## config.mk

```make
export PLATFORM = sky130hd
export DESIGN_NAME = parity_frame_sched_flat
export DESIGN_NICKNAME = d
export VERILOG_FILES = /design/src/rtl/parity_frame_sched_if.sv /design/src/rtl/parity_frame_sched.sv /design/src/flat_wrapper.sv
export SDC_FILE = /design/constraint.sdc
export NUM_CORES = 1
export LEC_CHECK = 0
export CORE_MARGIN = 4
export CORE_UTILIZATION = 47
export CTS_CLUSTER_SIZE = 24
export DETAILED_ROUTE_END_ITERATION = 8
export PLACE_DENSITY = 0.91
export SETUP_SLACK_MARGIN = 0.5
export SYNTH_ARGS = -nofsm -noshare
export SYNTH_HDL_FRONTEND = slang
export SYNTH_SLANG_ARGS = --single-unit
```

## constraint.sdc

```tcl
create_clock -name clk -period 3.3 [get_ports clk]
set_input_delay 0.495 -clock clk [delete_from_list [all_inputs] [get_ports clk]]
set_output_delay 0.495 -clock clk [all_outputs]
set_load 0.05 [all_outputs]
```

## src/rtl/parity_frame_sched_if.sv

```systemverilog
// Bundle of the request/result signals between the parity scheduler and its users.
// The slave modport is the scheduler; the master modport is the requester/consumer side.
interface parity_frame_sched_if #(
    parameter int DW = 16
);
    logic [1:0]    req_valid;
    logic [DW-1:0] req0_data;
    logic [DW-1:0] req1_data;
    logic [1:0]    req_ready;
    logic          res_valid;
    logic          res_ready;
    logic          res_parity;
    logic          res_id;
    logic          busy;

    modport slave (
        input  req_valid, req0_data, req1_data, res_ready,
        output req_ready, res_valid, res_parity, res_id, busy
    );

    modport master (
        output req_valid, req0_data, req1_data, res_ready,
        input  req_ready, res_valid, res_parity, res_id, busy
    );
endinterface

```

## src/rtl/parity_frame_sched.sv

```systemverilog
// Round-robin frame scheduler for a shared XOR-reduction parity unit, one tagged result per frame.
// Defining PARITY_FRAME_ODD_EN switches the result to odd parity (inverted XOR, resets to 1).
module parity_frame_sched #(
    parameter int DW        = 16,
    parameter int FRAME_LEN = 4,
    parameter int CNT_W     = 8
) (
    input logic                 clk,
    input logic                 rst_n,
    parity_frame_sched_if.slave bus
);

`ifdef PARITY_FRAME_ODD_EN
    localparam logic PAR_INV = 1'b1;
`else
    localparam logic PAR_INV = 1'b0;
`endif

    localparam logic [CNT_W-1:0] LAST_BEAT = CNT_W'(FRAME_LEN - 1);

    typedef enum logic [1:0] {
        IDLE,
        ACCUM,
        DONE
    } state_t;

    state_t         state;
    logic           acc;
    logic [CNT_W-1:0] cnt;
    logic           gid;
    logic           last_gnt;
    logic [1:0]     req_ready_q;
    logic           res_valid_q;
    logic           res_parity_q;
    logic           res_id_q;
    logic           busy_q;

    logic [DW-1:0]  beat_data;
    logic           beat_par;
    logic           beat;
    logic           pick;

    assign beat_data = gid ? bus.req1_data : bus.req0_data;
    assign beat_par  = ^beat_data;
    assign beat      = bus.req_valid[gid] & req_ready_q[gid];

    // On a tie the requester that did not own the previous frame wins.
    assign pick = (&bus.req_valid) ? ~last_gnt : bus.req_valid[1];

    always_ff @(posedge clk) begin
        if (!rst_n) begin
            state        <= IDLE;
            acc          <= 1'b0;
            cnt          <= '0;
            gid          <= 1'b0;
            last_gnt     <= 1'b1;
            req_ready_q  <= 2'b00;
            res_valid_q  <= 1'b0;
            res_parity_q <= PAR_INV;
            res_id_q     <= 1'b0;
            busy_q       <= 1'b0;
        end else begin
            case (state)
                IDLE: begin
                    if (|bus.req_valid) begin
                        gid         <= pick;
                        acc         <= 1'b0;
                        cnt         <= '0;
                        req_ready_q <= pick ? 2'b10 : 2'b01;
                        busy_q      <= 1'b1;
                        state       <= ACCUM;
                    end
                end
                ACCUM: begin
                    if (beat) begin
                        acc <= acc ^ beat_par;
                        cnt <= cnt + CNT_W'(1);
                        if (cnt == LAST_BEAT) begin
                            res_parity_q <= PAR_INV ^ acc ^ beat_par;
                            res_id_q     <= gid;
                            res_valid_q  <= 1'b1;
                            req_ready_q  <= 2'b00;
                            state        <= DONE;
                        end
                    end
                end
                DONE: begin
                    if (bus.res_ready) begin
                        res_valid_q <= 1'b0;
                        last_gnt    <= gid;
                        busy_q      <= 1'b0;
                        state       <= IDLE;
                    end
                end
                default: state <= IDLE;
            endcase
        end
    end

    assign bus.req_ready  = req_ready_q;
    assign bus.res_valid  = res_valid_q;
    assign bus.res_parity = res_parity_q;
    assign bus.res_id     = res_id_q;
    assign bus.busy       = busy_q;

endmodule

```

## src/flat_wrapper.sv

```systemverilog
// flat-port wrapper written by rule: the top's interface ports become plain ports
module parity_frame_sched_flat 
#(
    parameter int DW        = 16,
    parameter int FRAME_LEN = 4,
    parameter int CNT_W     = 8
)
  (clk, rst_n, bus_req_valid, bus_req0_data, bus_req1_data, bus_res_ready, bus_req_ready, bus_res_valid, bus_res_parity, bus_res_id, bus_busy);
  parity_frame_sched_if #(.DW(DW)) bus_i ();
  input logic clk;
  input logic rst_n;
  input wire logic [$bits(bus_i.req_valid)-1:0] bus_req_valid;
  input wire logic [$bits(bus_i.req0_data)-1:0] bus_req0_data;
  input wire logic [$bits(bus_i.req1_data)-1:0] bus_req1_data;
  input wire logic [$bits(bus_i.res_ready)-1:0] bus_res_ready;
  output wire logic [$bits(bus_i.req_ready)-1:0] bus_req_ready;
  output wire logic [$bits(bus_i.res_valid)-1:0] bus_res_valid;
  output wire logic [$bits(bus_i.res_parity)-1:0] bus_res_parity;
  output wire logic [$bits(bus_i.res_id)-1:0] bus_res_id;
  output wire logic [$bits(bus_i.busy)-1:0] bus_busy;
  assign bus_i.req_valid = bus_req_valid;
  assign bus_i.req0_data = bus_req0_data;
  assign bus_i.req1_data = bus_req1_data;
  assign bus_i.res_ready = bus_res_ready;
  assign bus_req_ready = bus_i.req_ready;
  assign bus_res_valid = bus_i.res_valid;
  assign bus_res_parity = bus_i.res_parity;
  assign bus_res_id = bus_i.res_id;
  assign bus_busy = bus_i.busy;
  parity_frame_sched #(.DW(DW), .FRAME_LEN(FRAME_LEN), .CNT_W(CNT_W)) u_core (.clk(clk), .rst_n(rst_n), .bus(bus_i));
endmodule
```

---- After elaboration in Yosys (flattened, before gate mapping) ----
Index checks and enable logic that the tools add are counted.
cells by class
  add/subtract/negate cells ............... 1
  order comparisons ....................... 1
  equality and inequality tests ........... 7
  multiplexer cells ....................... 28
  bitwise gates (word level) .............. 3
  reduce and logical (&&, ||, !) cells .... 15
operators by type and width
  kind                                                        number
  2-to-1 mux 16 bit                                           1
  2-to-1 mux 2 bit                                            8
  2-to-1 mux 8 bit                                            2
  case mux 8 bit (2 select lines)                             1
  XOR reduction 16 bit                                        1
  AND reduction 4 bit                                         3
  2-to-1 mux 1 bit                                            11
  AND reduction 3 bit                                         3
  adder 8 x 1 -> 8 bit, second input constant                 1
  equality test 8 x 2 -> 1 bit, second input constant         1
  != test 2 x 1 -> 1 bit, second input constant               3
  case mux 1 bit (2 select lines)                             3
  case mux 2 bit (3 select lines)                             1
  AND reduction 2 bit                                         3
  nonzero test 2 bit                                          3
  case mux 2 bit (2 select lines)                             1
  equality test 2 x 1 -> 1 bit, second input constant         1
  equality test 2 bit, second input constant                  1
  zero test 2 bit                                             1
  less-than comparator 1 x 2 -> 1 bit, second input constant  1
  != test 2 bit, second input constant                        1
  OR reduction 2 bit                                          1
  bitwise AND 1 bit                                           1
  NOT 1 bit                                                   1
  XOR 1 bit                                                   1
word-level totals
  register bits after elaboration ......... 19
  input bits .............................. 37
  output and inout port bits .............. 6
  logic and storage cells ................. 65

---- Depth between registers and ports, before layout ----
Gate-level depths: netlist of run 1.
  word-level depth ........................ 5
  gate-level depth with buffers ........... 9
  depth with buffers taken out ............ 7

---- Worst setup path after synthesis of run 1 ----
OpenSTA, ideal clock, no wires.
  kind .................................... input-to-reg
  start ................................... input port bus_req1_data[6]
  end ..................................... register u_core.res_parity_q, in the netlist u_core.bus.res_parity
  data arrival time ....................... 1.596 ns
  data required time ...................... 3.183 ns
  setup slack ............................. 1.587 ns
  stages .................................. 7
  cells stage by stage .................... xor2_1 mux2i_1 xnor2_1 xnor2_1 xnor3_1 mux2i_1 nor2b_1
on the way
  longest elaborated chain between the ends .. 3
ends and longest elaborated chain
  item                  line                      text
  start, declared       flat_wrapper.sv:14        input wire logic [$bits(bus_i.req1_data)-1:0] bus_req1_data;
  2-to-1 mux 16 bit     parity_frame_sched.sv:43  assign beat_data = gid ? bus.req1_data : bus.req0_data;
  XOR reduction 16 bit  parity_frame_sched.sv:44  assign beat_par = ^beat_data;
  XOR 1 bit             parity_frame_sched.sv:79  res_parity_q <= PAR_INV ^ acc ^ beat_par;
  end signal, assigned  parity_frame_sched.sv:79
  end, declared         parity_frame_sched.sv:34  logic res_parity_q;
Every way passes these cells.
A chain may end at the register's enable or synchronous reset.

---- Final worst setup path of run 1 ----
  start ................................... register u_core.req_ready_q[0], in the netlist u_core.bus.req_ready[0]
  end ..................................... output port bus_req_ready[0]
RTL lines
  item                    line                      text
  start, declared         parity_frame_sched.sv:32  logic [1:0] req_ready_q;
  start signal, assigned  parity_frame_sched.sv:69  req_ready_q <= pick ? 2'b10 : 2'b01;
  end, declared           flat_wrapper.sv:16        output wire logic [$bits(bus_i.req_ready)-1:0] bus_req_ready;
No word-level cell between the ends.

==> results of run 1 <==
-- stage by stage --
step / power, mW / instance area (µm²) / hold slack, ns / worst slack, ns
6_report: 0.529 / 1600 / 0.484 / 1.27
5_1_grt: 0.560 / 1600 / 0.522 / 1.12
4_1_cts: 0.532 / 1600 / 0.485 / 1.26
3_5_place_dp: 0.420 / 1580 / 0.467 / 1.00
3_3_place_gp: 0.417 / 1580 / 0.458 / 1.05
2_1_floorplan: 0.355 / 1140 / 0.445 / 1.59
-- worst paths after layout --
check	to	slack, ns	cells after the start
min reg2reg	u_core.bus.busy	0.48	2
max	bus_req_ready[0]	1.27	1
min	u_core.bus.busy	0.48	2
max reg2reg	u_core.bus.res_parity	1.30	6
-- report_power, final --
group / total [mW] / internal (mW) / switching [mW]
sequential: 0.243 / 0.235 / 0.00835
combinational: 0.173 / 0.102 / 0.0705
clock: 0.113 / 0.0470 / 0.0658
total: 0.529 / 0.384 / 0.145
-- placed cells by master, fill, tap and decap left out, types with 2 or more instances in the layout --
master           count
a21boi_0             7
a21oi_1              5
clkbuf_4             3
clkdlybuf4s50_1     42
dfxtp_1             19
mux2i_1              9
nand2_1             14
nand2b_1             2
nand3_1              7
nor2_1              12
nor2b_1              4
o21a_1               2
o21ai_0              2
xnor2_1             12
xor2_1              15
-- state kept, by name, summed over array words and instances (netlist names) --
name and count:
u_core.bus.busy 1, u_core.last_gnt 1, u_core.bus.res_valid 1, u_core.gid 1, u_core.bus.res_id 1, u_core.cnt 8, u_core.bus.req_ready 2, u_core.bus.res_parity 1
u_core.acc 1, u_core.state 2
-- cell type report --
class                      instances  area (µm²)  share of cell area
clock buffer                       4        26.3              0.0164
timing repair buffer              42         420               0.262
multi-input combinational        103         741               0.462
tap                               28        35.0              0.0219
sequential                        19         380               0.237
-- logic make-up (layout without fill, tap and decap cells) --
logic type,count (synthesis),after routing,share of synthesized area
xor+xnor,28,28,0.226
flops,19,19,0.333
simple gates,46,46,0.213
compound gates,19,19,0.118
fa+ha+maj,1,1,0.0109
mux,9,9,0.0788
buf+inv,3,46,0.0197
-- per-layer routing --
layer  GRT usage  routed length [µm]  vias to the layer above
met5           0                   0                        -
met4      0.0199                   8                        0
met3      0.0430                  99                        2
met2       0.310                1430                       16
met1       0.210                1130                      488
li1            -                   -                      511
==> results_dict.tcl, run 1 <==
set metrics [dict create \
    firstDrtPassIters 4 \
    crit_arrival_ns 1.54 \
    syn_nets 163 \
    hpwl_mm 2.18 \
    finish.net_count 207 \
    synth_top_cell_area_share 0.333 \
    finalMaxSlewViolations 0 \
    finalClockSkew_ns 0.00489 \
    worstMarginPinSlew_ns 0.633 \
    tritoncts "yes" \
    leakage_nw 0.612 \
    synth-main-ff-cell "dfxtp_1" \
    layout.cells.non_filler 196 \
    wl_per_cell_um 13.6 \
    fin_crit_sh 0.617 \
    max_clock_freq_ghz 0.492 \
    fin_tns_setup_ns 0 \
    port-buffer-count 42 \
    grt_overflow_total 0 \
    cts_resized 0 \
    grt_pass1_wl_mm 4.49 \
    synth_edf_count 0 \
    yosys-top-cells-count "19 x dfxtp_1, 15 x xor2_1, 14 x nand2_1" \
    path_clk_slew_ns 0.10 \
    diodes 0 \
    crit_buf_inv 1 \
    layout-drive-gt1-share 0.0417 \
    fin_util 0.711 \
    critPathTopFamily "buffers and inverters" \
    critPathMaxFanout 3 \
    worstReg2RegStart "u_core.gid" \
    worstHoldStart "u_core.bus.busy" \
    rows 17 \
    vdd_drop_max_mv 0.277 \
    filler_cell_count 187 \
    clockRootBuffer "clkbuf_4" \
    crit_chain "clkdlybuf4s50_1" \
    dpl.cell_count 192 \
    finalCriticalPeriod_ns 2.03 \
    ios 43 \
    slowest_delay_ns 0.83 \
    cts-hold-fix-buffers 0 \
    synth_area_leader_cell "dfxtp_1" \
    dieArea_um2 3290 \
    start_util 0.507 \
    ys_seq_area_frac 0.333 \
    track_usage 0.171 \
    areaGrowthSynthToFinish_pct 40.2 \
    required_ns 2.80 \
    crit_path_end_kind "output pin" \
    grt_pass1_vias 1011 \
    critPathLaunch "u_core.bus.req_ready[0]" \
    critPathKind "reg -> out" \
    h-tree-depth 1 \
    synth_area_leaders "dfxtp_1 33%, xor2_1 11%, xnor2_1 9.2%" \
    rsz0062_at_grt "no" \
    numCtsBuffers 3 \
    synth.distinct_cells 28 \
    clk_latency_ns 0.29 \
    min_path_type "reg -> reg" \
    yosysWarnings 0 \
    antenna_found_initial 0 \
    die_w_um 57.3 \
    grt_max_degree 16 \
    crit_path_start_kind "flop" \
    drc 0 \
    num_vias 1017 \
    ant_nets 0 \
    cts_buffer_depth 2 \
    ys_ff_latch 19 \
    synth_area_um2 1140 \
    async_reset_ff_frac 0 \
    p_per_area_nw_per_um2 330 \
    gp_congestion 0.832 \
    syn_inst 125 \
    core_area_um2 2250 \
    numClockSinks 19 \
    syn_avg_cell_area_um2 9.15 \
    synth.most_common_cell "dfxtp_1" \
    outcome "finished clean" \
    wirelength_mm 2.67 \
    max-slew-margin-rel 0.577 \
    hold_viol 0 \
    cts_setup_buffers 0 \
    chipHeight_um 57.3 \
    cap_violations 0 \
    first_iter_violations 19 \
    viasPerCell 5.19 \
    crit_path_top_delay_cell "clkdlybuf4s50_1" \
    setup-violations-final 0 \
]
No activity file was read; power rests on OpenSTA's default activity.
==> run 2, diff against run 1 <==
CORE_UTILIZATION = 39   (was 47)
PLACE_DENSITY = 0.82   (was 0.91)
clock period = 1.6 ns   (was 3.3 ns; I/O delays follow)
==> results_dict.tcl, run 2 (synthesis results as in run 1) <==
set metrics [dict create \
    cts-hold-fix-buffers 0 \
    largest_register_ffs 8 \
    ant_nets 0 \
    firstDrtPassIters 4 \
    vdd_drop_max_mv 0.714 \
    layout.cells.non_filler 225 \
    fin_tns_setup_ns -0.568 \
    hold_viol 0 \
    grt_pass1_wl_mm 5.25 \
    crit_path_start_kind "flop" \
    port-buffer-count 42 \
    first_iter_violations 39 \
    grt_max_degree 12 \
    start_util 0.411 \
    required_ns 1.81 \
    diodes 0 \
    final_area_um2 2060 \
    max_clock_freq_ghz 0.585 \
    ios 43 \
    wirelength_mm 3.62 \
    num_vias 1169 \
    cts_buffer_depth 2 \
    p_per_area_nw_per_um2 591 \
    hpwl_mm 2.45 \
    die_w_um 62.2 \
    finish.net_count 233 \
    layout-drive-gt1-share 0.392 \
    final_common_cell "clkdlybuf4s50_1" \
    chipHeight_um 62.2 \
    p_total_mw 1.21 \
    clk_latency_ns 0.31 \
    mostFrequentLayoutCells "19 x clkdlybuf4s50_1, 18 x buf_4, 14 x xor2_1, 13 x dlygate4sd2_1" \
    place_area_um2 1720 \
    fin_crit_sh 1.07 \
    track_usage 0.165 \
    clockRootBuffer "clkbuf_4" \
    antenna_found_initial 0 \
    min_path_type "in -> reg" \
    slowest_delay_ns 0.46 \
    drc 0 \
    areaGrowthSynthToFinish_pct 79.8 \
    rsz0062_at_grt "yes" \
    max-slew-margin-rel 0.789 \
    viasPerCell 5.20 \
    finalMaxSlewViolations 0 \
    grt_pass1_vias 1214 \
    crit_buf_inv 1 \
    numClockSinks 19 \
    numCtsBuffers 3 \
    crit_arrival_ns 1.92 \
    finalCriticalPeriod_ns 1.71 \
    dpl.cell_count 210 \
    critPathKind "reg -> reg" \
    path_clk_slew_ns 0.11 \
    outcome "finished, violations left" \
    pre_cts_slack_ns -0.478 \
    dieArea_um2 3860 \
    worst_slack_ns -0.110 \
    wl_per_cell_um 16.1 \
    finalClockSkew_ns 0.00210 \
    crit_path_end_kind "flop" \
    gp_congestion 0.841 \
    h-tree-depth 1 \
    violations "negative setup slack" \
    worstMarginPinSlew_ns 0.316 \
    crit_chain "buf_12 -> nor2_1 -> a21oi_1 -> xnor2_1 -> xnor3_1 -> mux2i_1 -> nor2b_1" \
    critPathTopFamily "XOR/XNOR gates" \
    grt_overflow_total 0 \
    cap_violations 0 \
    crit_path_top_delay_cell "xnor3_1" \
    leakage_nw 0.871 \
    core_area_um2 2780 \
    filler_cell_count 183 \
    rows 19 \
    tritoncts "yes" \
    critPathMaxFanout 6 \
    top_register "u_core.cnt" \
    setup-violations-final 8 \
]
run 2: cell types whose count changed in the layout (fill, tap and decap cells not counted), moves of 5 or more:
cell,previous run,this run
buf_8,0,5
buf_6,0,8
dlygate4sd2_1,0,13
dfxtp_1,19,8
buf_4,0,18
clkdlybuf4s50_1,42,19
dfxtp_2,0,8
run 2: final cells by class:
class | instances | area (µm²) | share of cell area
multi-input combinational | 103 | 913 | 0.444
tap | 31 | 38.8 | 0.0189
sequential | 19 | 402 | 0.195
clock inverter | 1 | 5.00 | 0.00243
clock buffer | 3 | 22.5 | 0.0110
timing repair buffer | 68 | 674 | 0.328
run 2: per-stage QoR:
step	hold WS, ns	utilization
2_1_floorplan	0.386	-
3_3_place_gp	0.457	0.618
3_5_place_dp	0.476	0.618
4_1_cts	0.463	0.678
5_1_grt	0.454	0.739
6_report	0.457	0.739
run 2: worst paths after layout:
path,from,end,slack (ns),depth (start not counted)
min reg2reg,u_core.bus.busy,u_core.bus.busy,0.50,2
min,bus_req_valid[1],u_core.bus.req_ready[1],0.46,3
max reg2reg,u_core.gid,u_core.bus.res_parity,-0.11,7
max,u_core.gid,u_core.bus.res_parity,-0.11,7
run 2: worst reg2reg max path, delay by kind of cell (launching register included):
kind            cells  cell delay (ns)
xor+xnor            2             0.63
flops               1             0.43
compound gates      1             0.17
mux                 1             0.14
buf+inv             1             0.13
simple gates        2             0.10
run 2: report_power, final:
group / leakage [nW] / total [mW] / switching, mW / internal [mW]
registers: 0.160 / 0.503 / 0.0184 / 0.485
logic: 0.693 / 0.458 / 0.194 / 0.264
clock network: 0.0177 / 0.253 / 0.159 / 0.0934
run 2: what timing repair did:
action                                  in CTS  in global routing
pin swaps                                   23                 22
endpoints found under the hold margin        0                  0
setup buffers                                5                  6
endpoints found under the setup margin      24                 24
resized for setup                           45                 33
run 2: metal layers:
metal / vias up / global-route usage / share of wire
li1: 566 / - / -
met1: 554 / 0.193 / 0.39
met2: 37 / 0.286 / 0.52
met3: 12 / 0.0468 / 0.060
met4: 0 / 0.0542 / 0.032
met5: - / 0 / 0
==> run 3, diff against run 2 <==
SKIP_LAST_GASP = 1   (was not set)
==> results_dict.tcl, run 3 (synthesis results as in run 1) <==
set metrics [dict create \
    h-tree-depth 1 \
    port-buffer-count 42 \
    layout.cells.non_filler 225 \
    p_per_area_nw_per_um2 589 \
    die_w_um 62.2 \
    ios 43 \
    cap_violations 0 \
    track_usage 0.165 \
    num_vias 1179 \
    switching_share 0.302 \
    ant_nets 0 \
    worstMarginPinSlew_ns 0.282 \
    rsz0062_at_grt "yes" \
    rows 19 \
    violations "negative setup slack" \
    finalCriticalPeriod_ns 1.71 \
    crit_arrival_ns 1.91 \
    worstReg2RegEnd "u_core.bus.req_ready[0]" \
    mostFrequentLayoutCells "19 x clkdlybuf4s50_1, 18 x buf_4, 14 x xor2_1, 13 x dlygate4sd2_1" \
    chipHeight_um 62.2 \
    wl_per_cell_um 15.6 \
    tritoncts "yes" \
    grt_pass1_wl_mm 5.25 \
    worstReg2RegStart "u_core.cnt[1]" \
    grt_overflow_total 0 \
    combPwrFrac 0.378 \
    crit_path_top_delay_cell "or4b_4" \
    firstDrtPassIters 4 \
    final_area_um2 2050 \
    core_area_um2 2780 \
    finalClockSkew_ns 0.00257 \
    dieArea_um2 3860 \
    required_ns 1.80 \
    critPathLaunch "u_core.cnt[1]" \
    critPathMaxFanout 2 \
    fin_crit_sh 1.07 \
    grt_pass1_vias 1214 \
    layout-drive-gt1-share 0.387 \
    first_iter_violations 42 \
    areaGrowthSynthToFinish_pct 79.3 \
    leakage_nw 0.870 \
    hold_viol 0 \
    max-slew-margin-rel 0.812 \
    crit_path_end_kind "flop" \
    power_frac_clock 0.205 \
    slowest_delay_ns 0.47 \
    reg2reg_slack_ns -0.11 \
    clockRootBuffer "clkbuf_4" \
    grt_max_degree 12 \
    pwr-share-seq 0.417 \
    p_sw_uw 364 \
    numClockSinks 19 \
    critPathKind "reg -> reg" \
    dpl.cell_count 210 \
    hpwl_mm 2.45 \
    crit_path_start_kind "flop" \
    place_area_um2 1720 \
    largest_register_ffs 8 \
    vdd_drop_max_mv 0.710 \
    max_clock_freq_ghz 0.586 \
    antenna_found_initial 0 \
    timing.hold.ws_ns 0.460 \
    diodes 0 \
    timing.critical_path.to "u_core.bus.req_ready[0]" \
    drc 0 \
    setup-violations-final 8 \
    path_clk_slew_ns 0.11 \
    internal_power_uw 843 \
    final_common_cell "clkdlybuf4s50_1" \
    finalMaxSlewViolations 0 \
    cts-hold-fix-buffers 0 \
    crit_chain "ha_4 -> or4b_4 -> nor4_4 -> buf_4 -> o21ai_4 -> a22oi_2 -> nor2b_1" \
    top_register "u_core.cnt" \
    min_path_type "in -> reg" \
    finish.net_count 233 \
    wirelength_mm 3.51 \
    viasPerCell 5.24 \
    r2r_cells 7 \
    start_util 0.411 \
    numCtsBuffers 3 \
    clk_latency_ns 0.30 \
    fin_tns_setup_ns -0.465 \
    pre_cts_slack_ns -0.478 \
    cts_buffer_depth 2 \
    outcome "finished, violations left" \
    gp_congestion 0.841 \
    worst_slack_ns -0.106 \
]
[run 3: cell counts in the layout (fill, tap and decap cells not counted)]
No cell type changed its count.
[run 3: layout make-up]
type	count	area, µm²
multi-input combinational	103	908
fill	188	731
timing repair buffer	68	674
sequential	19	402
tap	31	38.8
clock buffer	3	22.5
clock inverter	1	5.00
[run 3: worst min-delay path by stage]
stage | from | endpoint | slack (ns) | cells after the start
after floorplan | rst_n | u_core.gid | 0.39 | 1
after detailed placement | u_core.bus.res_valid | u_core.bus.res_valid | 0.48 | 2
after global placement | u_core.bus.res_valid | u_core.bus.res_valid | 0.46 | 2
after global routing | bus_req_valid[1] | u_core.bus.req_ready[1] | 0.46 | 3
final | bus_req_valid[1] | u_core.bus.req_ready[1] | 0.46 | 3
after CTS | bus_req_valid[1] | u_core.bus.req_ready[1] | 0.46 | 3
[run 3: metrics by stage]
stage | utilization | total power [mW]
after floorplan | - | 0.741
after global placement | 0.618 | 0.897
after detailed placement | 0.618 | 0.913
after CTS | 0.677 | 1.17
after global routing | 0.737 | 1.28
final | 0.737 | 1.21
[run 3: power by group through the flow]
stage | Combinational [mW] | Sequential, mW | Clock (mW)
after floorplan | 0.213 | 0.528 | 0
after global placement | 0.387 | 0.510 | 0
after detailed placement | 0.402 | 0.511 | 0
after CTS | 0.419 | 0.501 | 0.254
after global routing | 0.487 | 0.505 | 0.286
final | 0.456 | 0.503 | 0.248
[run 3: critical path: cells and delay by family, from the launching register on]
kind | cells | cell delay, ns
buffers and inverters | 1 | 0.18
AO/OA/AOI/OAI | 2 | 0.18
adder cells (fa/ha/maj) | 1 | 0.14
flip-flops | 1 | 0.37
AND/OR/NAND/NOR | 3 | 0.74
[run 3: timing repair]
item	in CTS	in global routing
pin swaps	23	22
endpoints found under the setup margin	24	24
gates resized for setup	44	33
setup buffers	5	6
[run 3: layer usage]
| metal | share of wire | track usage | vias up |
|---|---|---|---|
| li1 | - | - | 567 |
| met1 | 0.41 | 0.193 | 567 |
| met2 | 0.52 | 0.286 | 41 |
| met3 | 0.056 | 0.0468 | 4 |
| met4 | 0.012 | 0.0542 | 0 |
| met5 | 0 | 0 | - |
